File: src/rtl/id_pipe.sv
// Registered MIPS decode stage: decodes one instruction per cycle, forwards operands
// from later stages (youngest wins), requests load-use stalls, drives the ID/EX register.
module id_pipe #(
  parameter int unsigned DATA_W   = 32,
  parameter int unsigned REG_AW   = 5,
  parameter int unsigned NUM_FWD  = 2,
  parameter int unsigned ALUOP_W  = 8,
  parameter int unsigned ALUSEL_W = 3,
  parameter int unsigned PC_W     = 32
) (
  input  logic                      clk,
  input  logic                      rst,
  input  logic                      inst_valid_i,
  input  logic [PC_W-1:0]           pc_i,
  input  logic [31:0]               inst_i,
  input  logic [DATA_W-1:0]         reg1_data_i,
  input  logic [DATA_W-1:0]         reg2_data_i,
  output logic                      reg1_read_o,
  output logic                      reg2_read_o,
  output logic [REG_AW-1:0]         reg1_addr_o,
  output logic [REG_AW-1:0]         reg2_addr_o,
  input  logic [NUM_FWD-1:0]        fwd_wreg_i,
  input  logic [NUM_FWD*REG_AW-1:0] fwd_wd_i,
  input  logic [NUM_FWD*DATA_W-1:0] fwd_wdata_i,
  input  logic                      ex_is_load_i,
  input  logic                      ex_stall_i,
  input  logic                      flush_i,
  output logic                      stall_req_o,
  output logic                      valid_o,
  output logic [ALUOP_W-1:0]        aluop_o,
  output logic [ALUSEL_W-1:0]       alusel_o,
  output logic [DATA_W-1:0]         reg1_o,
  output logic [DATA_W-1:0]         reg2_o,
  output logic [REG_AW-1:0]         wd_o,
  output logic                      wreg_o,
  output logic [PC_W-1:0]           pc_o,
  output logic                      inst_invalid_o
);

  // Primary opcodes
  localparam logic [5:0] OpcSpecial = 6'b000000;
  localparam logic [5:0] OpcAndi    = 6'b001100;
  localparam logic [5:0] OpcOri     = 6'b001101;
  localparam logic [5:0] OpcXori    = 6'b001110;
  localparam logic [5:0] OpcLui     = 6'b001111;
  localparam logic [5:0] OpcPref    = 6'b110011;

  // SPECIAL function codes
  localparam logic [5:0] FnSll  = 6'b000000;
  localparam logic [5:0] FnSrl  = 6'b000010;
  localparam logic [5:0] FnSra  = 6'b000011;
  localparam logic [5:0] FnSllv = 6'b000100;
  localparam logic [5:0] FnSrlv = 6'b000110;
  localparam logic [5:0] FnSrav = 6'b000111;
  localparam logic [5:0] FnMovz = 6'b001010;
  localparam logic [5:0] FnMovn = 6'b001011;
  localparam logic [5:0] FnSync = 6'b001111;
  localparam logic [5:0] FnMfhi = 6'b010000;
  localparam logic [5:0] FnMthi = 6'b010001;
  localparam logic [5:0] FnMflo = 6'b010010;
  localparam logic [5:0] FnMtlo = 6'b010011;
  localparam logic [5:0] FnAnd  = 6'b100100;
  localparam logic [5:0] FnOr   = 6'b100101;
  localparam logic [5:0] FnXor  = 6'b100110;
  localparam logic [5:0] FnNor  = 6'b100111;

  // ALU operation encodings
  localparam logic [ALUOP_W-1:0] AluNop  = ALUOP_W'(8'b00000000);
  localparam logic [ALUOP_W-1:0] AluAnd  = ALUOP_W'(8'b00100100);
  localparam logic [ALUOP_W-1:0] AluOr   = ALUOP_W'(8'b00100101);
  localparam logic [ALUOP_W-1:0] AluXor  = ALUOP_W'(8'b00100110);
  localparam logic [ALUOP_W-1:0] AluNor  = ALUOP_W'(8'b00100111);
  localparam logic [ALUOP_W-1:0] AluSll  = ALUOP_W'(8'b01111100);
  localparam logic [ALUOP_W-1:0] AluSllv = ALUOP_W'(8'b00000100);
  localparam logic [ALUOP_W-1:0] AluSrl  = ALUOP_W'(8'b00000010);
  localparam logic [ALUOP_W-1:0] AluSrlv = ALUOP_W'(8'b00000110);
  localparam logic [ALUOP_W-1:0] AluSra  = ALUOP_W'(8'b00000011);
  localparam logic [ALUOP_W-1:0] AluSrav = ALUOP_W'(8'b00000111);
  localparam logic [ALUOP_W-1:0] AluMovz = ALUOP_W'(8'b00001010);
  localparam logic [ALUOP_W-1:0] AluMovn = ALUOP_W'(8'b00001011);
  localparam logic [ALUOP_W-1:0] AluMfhi = ALUOP_W'(8'b00010000);
  localparam logic [ALUOP_W-1:0] AluMthi = ALUOP_W'(8'b00010001);
  localparam logic [ALUOP_W-1:0] AluMflo = ALUOP_W'(8'b00010010);
  localparam logic [ALUOP_W-1:0] AluMtlo = ALUOP_W'(8'b00010011);

  // Result-select encodings
  localparam logic [ALUSEL_W-1:0] SelNop   = ALUSEL_W'(3'b000);
  localparam logic [ALUSEL_W-1:0] SelLogic = ALUSEL_W'(3'b001);
  localparam logic [ALUSEL_W-1:0] SelShift = ALUSEL_W'(3'b010);
  localparam logic [ALUSEL_W-1:0] SelMove  = ALUSEL_W'(3'b011);

  logic [5:0] opc, fn;
  logic [4:0] rs_f, rt_f, rd_f, sa_f;

  assign opc  = inst_i[31:26];
  assign rs_f = inst_i[25:21];
  assign rt_f = inst_i[20:16];
  assign rd_f = inst_i[15:11];
  assign sa_f = inst_i[10:6];
  assign fn   = inst_i[5:0];

  logic [ALUOP_W-1:0]  aluop_d;
  logic [ALUSEL_W-1:0] alusel_d;
  logic [REG_AW-1:0]   wd_d;
  logic [DATA_W-1:0]   imm;
  logic                rd1, rd2, wreg_base, invalid_d, is_movz, is_movn;

  always_comb begin
    aluop_d   = AluNop;
    alusel_d  = SelNop;
    wd_d      = REG_AW'(rd_f);
    imm       = '0;
    rd1       = 1'b0;
    rd2       = 1'b0;
    wreg_base = 1'b0;
    invalid_d = 1'b1;
    is_movz   = 1'b0;
    is_movn   = 1'b0;
    unique case (opc)
      OpcSpecial: begin
        if (fn == FnSll || fn == FnSrl || fn == FnSra) begin
          // Immediate shifts: shift amount travels on the port-1 operand
          if (rs_f == 5'd0) begin
            invalid_d = 1'b0;
            wreg_base = 1'b1;
            rd2       = 1'b1;
            alusel_d  = SelShift;
            imm       = DATA_W'(sa_f);
            aluop_d   = (fn == FnSll) ? AluSll : ((fn == FnSrl) ? AluSrl : AluSra);
          end
        end else if (sa_f == 5'd0) begin
          invalid_d = 1'b0;
          case (fn)
            FnOr:   begin wreg_base = 1'b1; rd1 = 1'b1; rd2 = 1'b1; aluop_d = AluOr;   alusel_d = SelLogic; end
            FnAnd:  begin wreg_base = 1'b1; rd1 = 1'b1; rd2 = 1'b1; aluop_d = AluAnd;  alusel_d = SelLogic; end
            FnXor:  begin wreg_base = 1'b1; rd1 = 1'b1; rd2 = 1'b1; aluop_d = AluXor;  alusel_d = SelLogic; end
            FnNor:  begin wreg_base = 1'b1; rd1 = 1'b1; rd2 = 1'b1; aluop_d = AluNor;  alusel_d = SelLogic; end
            FnSllv: begin wreg_base = 1'b1; rd1 = 1'b1; rd2 = 1'b1; aluop_d = AluSllv; alusel_d = SelShift; end
            FnSrlv: begin wreg_base = 1'b1; rd1 = 1'b1; rd2 = 1'b1; aluop_d = AluSrlv; alusel_d = SelShift; end
            FnSrav: begin wreg_base = 1'b1; rd1 = 1'b1; rd2 = 1'b1; aluop_d = AluSrav; alusel_d = SelShift; end
            FnMfhi: begin wreg_base = 1'b1; aluop_d = AluMfhi; alusel_d = SelMove; end
            FnMflo: begin wreg_base = 1'b1; aluop_d = AluMflo; alusel_d = SelMove; end
            FnMthi: begin rd1 = 1'b1; aluop_d = AluMthi; end
            FnMtlo: begin rd1 = 1'b1; aluop_d = AluMtlo; end
            FnMovz: begin rd1 = 1'b1; rd2 = 1'b1; is_movz = 1'b1; aluop_d = AluMovz; alusel_d = SelMove; end
            FnMovn: begin rd1 = 1'b1; rd2 = 1'b1; is_movn = 1'b1; aluop_d = AluMovn; alusel_d = SelMove; end
            FnSync: ;
            default: invalid_d = 1'b1;
          endcase
        end
      end
      OpcOri: begin
        invalid_d = 1'b0; wreg_base = 1'b1; rd1 = 1'b1; wd_d = REG_AW'(rt_f);
        aluop_d = AluOr; alusel_d = SelLogic; imm = DATA_W'(inst_i[15:0]);
      end
      OpcAndi: begin
        invalid_d = 1'b0; wreg_base = 1'b1; rd1 = 1'b1; wd_d = REG_AW'(rt_f);
        aluop_d = AluAnd; alusel_d = SelLogic; imm = DATA_W'(inst_i[15:0]);
      end
      OpcXori: begin
        invalid_d = 1'b0; wreg_base = 1'b1; rd1 = 1'b1; wd_d = REG_AW'(rt_f);
        aluop_d = AluXor; alusel_d = SelLogic; imm = DATA_W'(inst_i[15:0]);
      end
      OpcLui: begin
        invalid_d = 1'b0; wreg_base = 1'b1; rd1 = 1'b1; wd_d = REG_AW'(rt_f);
        aluop_d = AluOr; alusel_d = SelLogic; imm = DATA_W'({inst_i[15:0], 16'h0000});
      end
      OpcPref: invalid_d = 1'b0;
      default: ;
    endcase
  end

  assign reg1_read_o = rd1;
  assign reg2_read_o = rd2;
  assign reg1_addr_o = REG_AW'(rs_f);
  assign reg2_addr_o = REG_AW'(rt_f);

  // Forwarding: scan oldest to youngest so the lowest matching index wins
  logic [DATA_W-1:0] fwd1, fwd2, reg1_val, reg2_val;

  always_comb begin
    fwd1 = reg1_data_i;
    fwd2 = reg2_data_i;
    for (int k = int'(NUM_FWD) - 1; k >= 0; k--) begin
      if (fwd_wreg_i[k] && (fwd_wd_i[k*REG_AW +: REG_AW] == reg1_addr_o)) begin
        fwd1 = fwd_wdata_i[k*DATA_W +: DATA_W];
      end
      if (fwd_wreg_i[k] && (fwd_wd_i[k*REG_AW +: REG_AW] == reg2_addr_o)) begin
        fwd2 = fwd_wdata_i[k*DATA_W +: DATA_W];
      end
    end
  end

  assign reg1_val = !rd1 ? imm : ((reg1_addr_o == '0) ? '0 : fwd1);
  assign reg2_val = !rd2 ? imm : ((reg2_addr_o == '0) ? '0 : fwd2);

  logic wreg_d;
  assign wreg_d = (wreg_base || (is_movz && (reg2_val == '0)) || (is_movn && (reg2_val != '0)))
                  && (wd_d != '0);

  logic hit1, hit2;
  assign hit1 = rd1 && (reg1_addr_o != '0) && (reg1_addr_o == fwd_wd_i[0 +: REG_AW]);
  assign hit2 = rd2 && (reg2_addr_o != '0) && (reg2_addr_o == fwd_wd_i[0 +: REG_AW]);
  assign stall_req_o = inst_valid_i && ex_is_load_i && fwd_wreg_i[0] && (hit1 || hit2);

  always_ff @(posedge clk or negedge rst) begin
    if (!rst) begin
      valid_o        <= 1'b0;
      aluop_o        <= '0;
      alusel_o       <= '0;
      reg1_o         <= '0;
      reg2_o         <= '0;
      wd_o           <= '0;
      wreg_o         <= 1'b0;
      pc_o           <= '0;
      inst_invalid_o <= 1'b0;
    end else if (flush_i) begin
      valid_o        <= 1'b0;
      wreg_o         <= 1'b0;
      inst_invalid_o <= 1'b0;
    end else if (!ex_stall_i) begin
      if (stall_req_o) begin
        // Bubble; upstream re-presents the same instruction next cycle
        valid_o        <= 1'b0;
        wreg_o         <= 1'b0;
        inst_invalid_o <= 1'b0;
      end else begin
        valid_o        <= inst_valid_i;
        aluop_o        <= aluop_d;
        alusel_o       <= alusel_d;
        reg1_o         <= reg1_val;
        reg2_o         <= reg2_val;
        wd_o           <= wd_d;
        wreg_o         <= wreg_d && inst_valid_i;
        pc_o           <= pc_i;
        inst_invalid_o <= invalid_d;
      end
    end
  end

endmodule

File: config.mk
export PLATFORM = sky130hd
export DESIGN_NAME = id_pipe
export DESIGN_NICKNAME = d
export VERILOG_FILES = /design/src/rtl/id_pipe.sv
export SDC_FILE = /design/constraint.sdc
export NUM_CORES = 1
export LEC_CHECK = 0
export CAP_MARGIN = 20
export CORE_UTILIZATION = 39
export CTS_BUF_LIST = sky130_fd_sc_hd__clkbuf_2
export CTS_CLUSTER_DIAMETER = 30
export DETAILED_ROUTE_END_ITERATION = 8
export PLACE_DENSITY = 0.8
export SLEW_MARGIN = 10
export SYNTH_ARGS = -nofsm -noshare
export SYNTH_HDL_FRONTEND = slang
export SYNTH_SLANG_ARGS = --single-unit
export TNS_END_PERCENT = 5
File: constraint.sdc
create_clock -name clk -period 3.3 [get_ports clk]
set_input_delay 0.99 -clock clk [delete_from_list [all_inputs] [get_ports clk]]
set_output_delay 0.99 -clock clk [all_outputs]
set_load 0.01 [all_outputs]
==> results.md <==
- Outcome: finished, violations left
- Violated checks: setup timing
- Post-detailed-route via-to-cell ratio: 5.51
- Yosys synthesis warning count: 0
- Worst min path class: in2async
- Power, Total: 3.90 mW
- Ratio of final minimum period to clock period: 111%
- Post-DR wirelength/cell: 20.6 µm
- Wire length of the first global-routing pass: 46.6 mm
- DIE AREA: 18800 µm²
- Detailed-route wire length on metal 1: 12.4 mm
- Core Region: 17900 µm²
- Final Hold Violating Endpoints: 0
- Post-route core utilization: 68.9%
- Unrepaired setup endpoints after global routing: yes
- Critical path startpoint category: input pin
- Pwr/cell area: 316 nW/µm²
- Antenna Nets Post-Route: 0
- Final wirelength: 31.6 mm
- Distinct cell type count of the synthesized netlist: 57
- Via count of the first global-routing pass: 8323
- WL met3: 2.77 mm
- Remaining Overflow, GRT: 0
- Effective utilization at floorplan: 39.8%
- Buffers on Ports: 335
- Min setup slack post-route: -350 ps
- Storage element area: 2830 µm²
- Sequential share of the synthesized area: 39.7%
- Worst reg2reg path startpoint: wreg_o
- Minimum clock period after layout: 3650 ps
- Area growth, synth to finish: 73.3%
- H-tree level count: 4
- Actual transition at the worst max-transition pin: 856 ps
- DPL Wire Length: 25.3 mm
- Fraction of final layout cells sized beyond drive strength 1: 22.8%
- # IOs: 338
- Post-place instance area: 11800 µm²
- Total standard cell area after synthesis: 7120 µm²
- Sink count of the clock tree: 113
- Worst-case vdd ir drop: 0.261 mV
- Post-synth EDFFs: 0
- Synthesized flop and latch total: 113
- RD Place Congestion: 0.942
- Crit path kind: in2out
- Count of unresolved DRC violations after routing: 0
- Iteration-0 DRC count of the detailed router: 569
- Setup Slack @ Placement: -1040 ps
- Max-Cap Viols: 0
- Count of vias placed by the detailed router: 8453
- Worst r2r path cells: 2
- Fmax: 274 MHz
- Pre-Repair DR Iteration Count: 7
- Cell area after layout: 12300 µm²
- CTS tree: built
- Required @ worst endpoint: 2310 ps
- Dominant synthesized flop cell: sky130_fd_sc_hd__dfrtp_1
- Area occupied by multi-input gates: 4030 µm²
- Die height: 137 µm
- Met2 wire length: 15.1 mm
- Nets: 1500
- Max-slew violation total from the final report: 0
- Skew-Pair Late Insertion Delay: 730 ps
- CTS Root Buffer Type: sky130_fd_sc_hd__clkbuf_2
- Setup_tns: -789 ps
- Critical path capture point type: output port
- Worst rel slew slack: 42.9%
- Worst clock skew: 0 ps
- CP max FO: 2
- WP data arrival: 2660 ps
- Horiz. Die Dim: 137 µm
- Async set-or-reset flop fraction in the synthesized netlist: 100%
- Maximum number of pins on one net before global-route repair: 62
- Final setup violation count: 4
- Cell count after synthesis: 827
- Total leakage power: 5.27 nW
- Launching instance or port of the critical path: inst_i[7]
- Global-route total usage across every layer: 33.9%
- Number of buffers added by the clock tree synthesis step: 17
- Topmost layer with routed signal wires: met5
- Fillers: 1513
- Number of rows created at floorplan: 49
- Clock slew at reported path FFs: 210 ps
- CTS Buffer Depth: 2
- Number of antenna violations at the first check in global routing: 2
- Post-synthesis area per instance: 8.61 µm²
==> synth_stat cells, drive strengths merged (5+ instances only) <==
library cell / instances / area share, %
mux2i: 40 / 5.6
a211oi: 16 / 1.7
xnor2: 13 / 1.6
nor2: 48 / 2.6
or3: 7 / 0.61
and3: 9 / 0.79
nor4: 14 / 1.2
nand3: 13 / 0.91
a21boi: 9 / 0.95
a21oi: 44 / 3.1
o211ai: 6 / 0.63
buf: 42 / 3.6
a311oi: 12 / 1.5
clkbuf: 34 / 1.8
o21ai: 88 / 6.2
o31ai: 43 / 4.5
nor3: 12 / 0.84
xor2: 8 / 0.98
nor3b: 5 / 0.53
a31oi: 6 / 0.53
mux2: 43 / 6.8
nand2: 153 / 8.1
dfrtp: 113 / 40
==> sequential cells by signal, indices dropped and copies added, names as in the netlist <==
register,flops
aluop_o,7
alusel_o,2
inst_invalid_o,1
pc_o,32
reg1_o,32
reg2_o,32
valid_o,1
wd_o,5
wreg_o,1
==> area by class of cell <==
type / count / area share, %
Antenna cell: 1 / 0.0203
Clock buffer: 17 / 0.689
Clock inverter: 15 / 2.08
Inverter: 4 / 0.122
Multi-Input combinational cell: 635 / 32.6
Sequential cell: 113 / 22.9
Tap cell: 229 / 2.32
Timing Repair Buffer: 519 / 39.2
==> cells by family after synthesis <==
| logic type | after synthesis | synth area share, % |
|---|---|---|
| buffers and inverters | 80 | 5.59 |
| muxes | 83 | 12.4 |
| AOI/OAI and AO/OA | 245 | 21.7 |
| other | 1 | 0.0526 |
| and+or+nand+nor | 284 | 17.9 |
| DFF | 113 | 39.7 |
| xor gates and xnor gates | 21 | 2.58 |
==> cells in the final DEF (no fill, tap or decap), drive strengths merged, types with 12 or more instances in the layout <==
cell type | synthesis | routed
o21ai | 88 | 88
a211oi | 16 | 16
clkbuf | 34 | 19
a21oi | 44 | 44
mux2i | 40 | 40
nor4 | 14 | 14
nor3 | 12 | 12
buf | 42 | 190
xnor2 | 13 | 13
nand3 | 13 | 13
a311oi | 12 | 12
nand2 | 153 | 153
nor2 | 48 | 48
dfrtp | 113 | 113
mux2 | 43 | 43
clkdlybuf4s50 | 0 | 316
o31ai | 43 | 43
==> critical path, stage by stage <==
cell and delay [ps]:
sky130_fd_sc_hd__buf_6 90, sky130_fd_sc_hd__or2_4 240, sky130_fd_sc_hd__or4_4 460, sky130_fd_sc_hd__buf_6 150, sky130_fd_sc_hd__a2111oi_4 230, sky130_fd_sc_hd__o211ai_1 170
sky130_fd_sc_hd__a21oi_2 180, sky130_fd_sc_hd__buf_2 150
==> metrics by stage <==
step	std cells	hold slack, ps
2_1_floorplan	828	509
3_5_place_dp	1492	470
5_1_grt	1533	332
3_3_place_gp	1492	461
4_1_cts	1527	305
6_report	1533	328
==> routing by layer <==
metal / GRT usage [%] / up-vias
li1: - / 3925
met4: 15.9 / 2
met3: 8.07 / 81
met2: 55.8 / 446
met5: 0 / -
met1: 41.5 / 3999
==> power breakdown <==
part | switching, mW | total [mW] | internal [mW]
clock | 0.654 | 1.32 | 0.663
sequential | 0.0446 | 1.52 | 1.47
combinational | 0.453 | 1.07 | 0.613
==> timing repair <==
action                     4_1_cts  5_1_grt
pin swaps                        9       14
gates resized for setup         35       35
hold buffers                     0        0
buffers inserted                 3        5
setup endpoints to repair        4        4
==> worst paths after layout <==
| kind | endpoint | slack (ps) |
|---|---|---|
| setup reg to reg | wreg_o | 2470 |
| hold reg to reg | reg1_o[11] | 510 |
| max in group asynchronous | wd_o[1] | 2190 |
| setup / recovery | stall_req_o | -350 |
| hold / removal | pc_o[0] | 330 |
| min in group clk | reg1_o[11] | 510 |
Note: power is estimated with default switching activity, not from simulation.
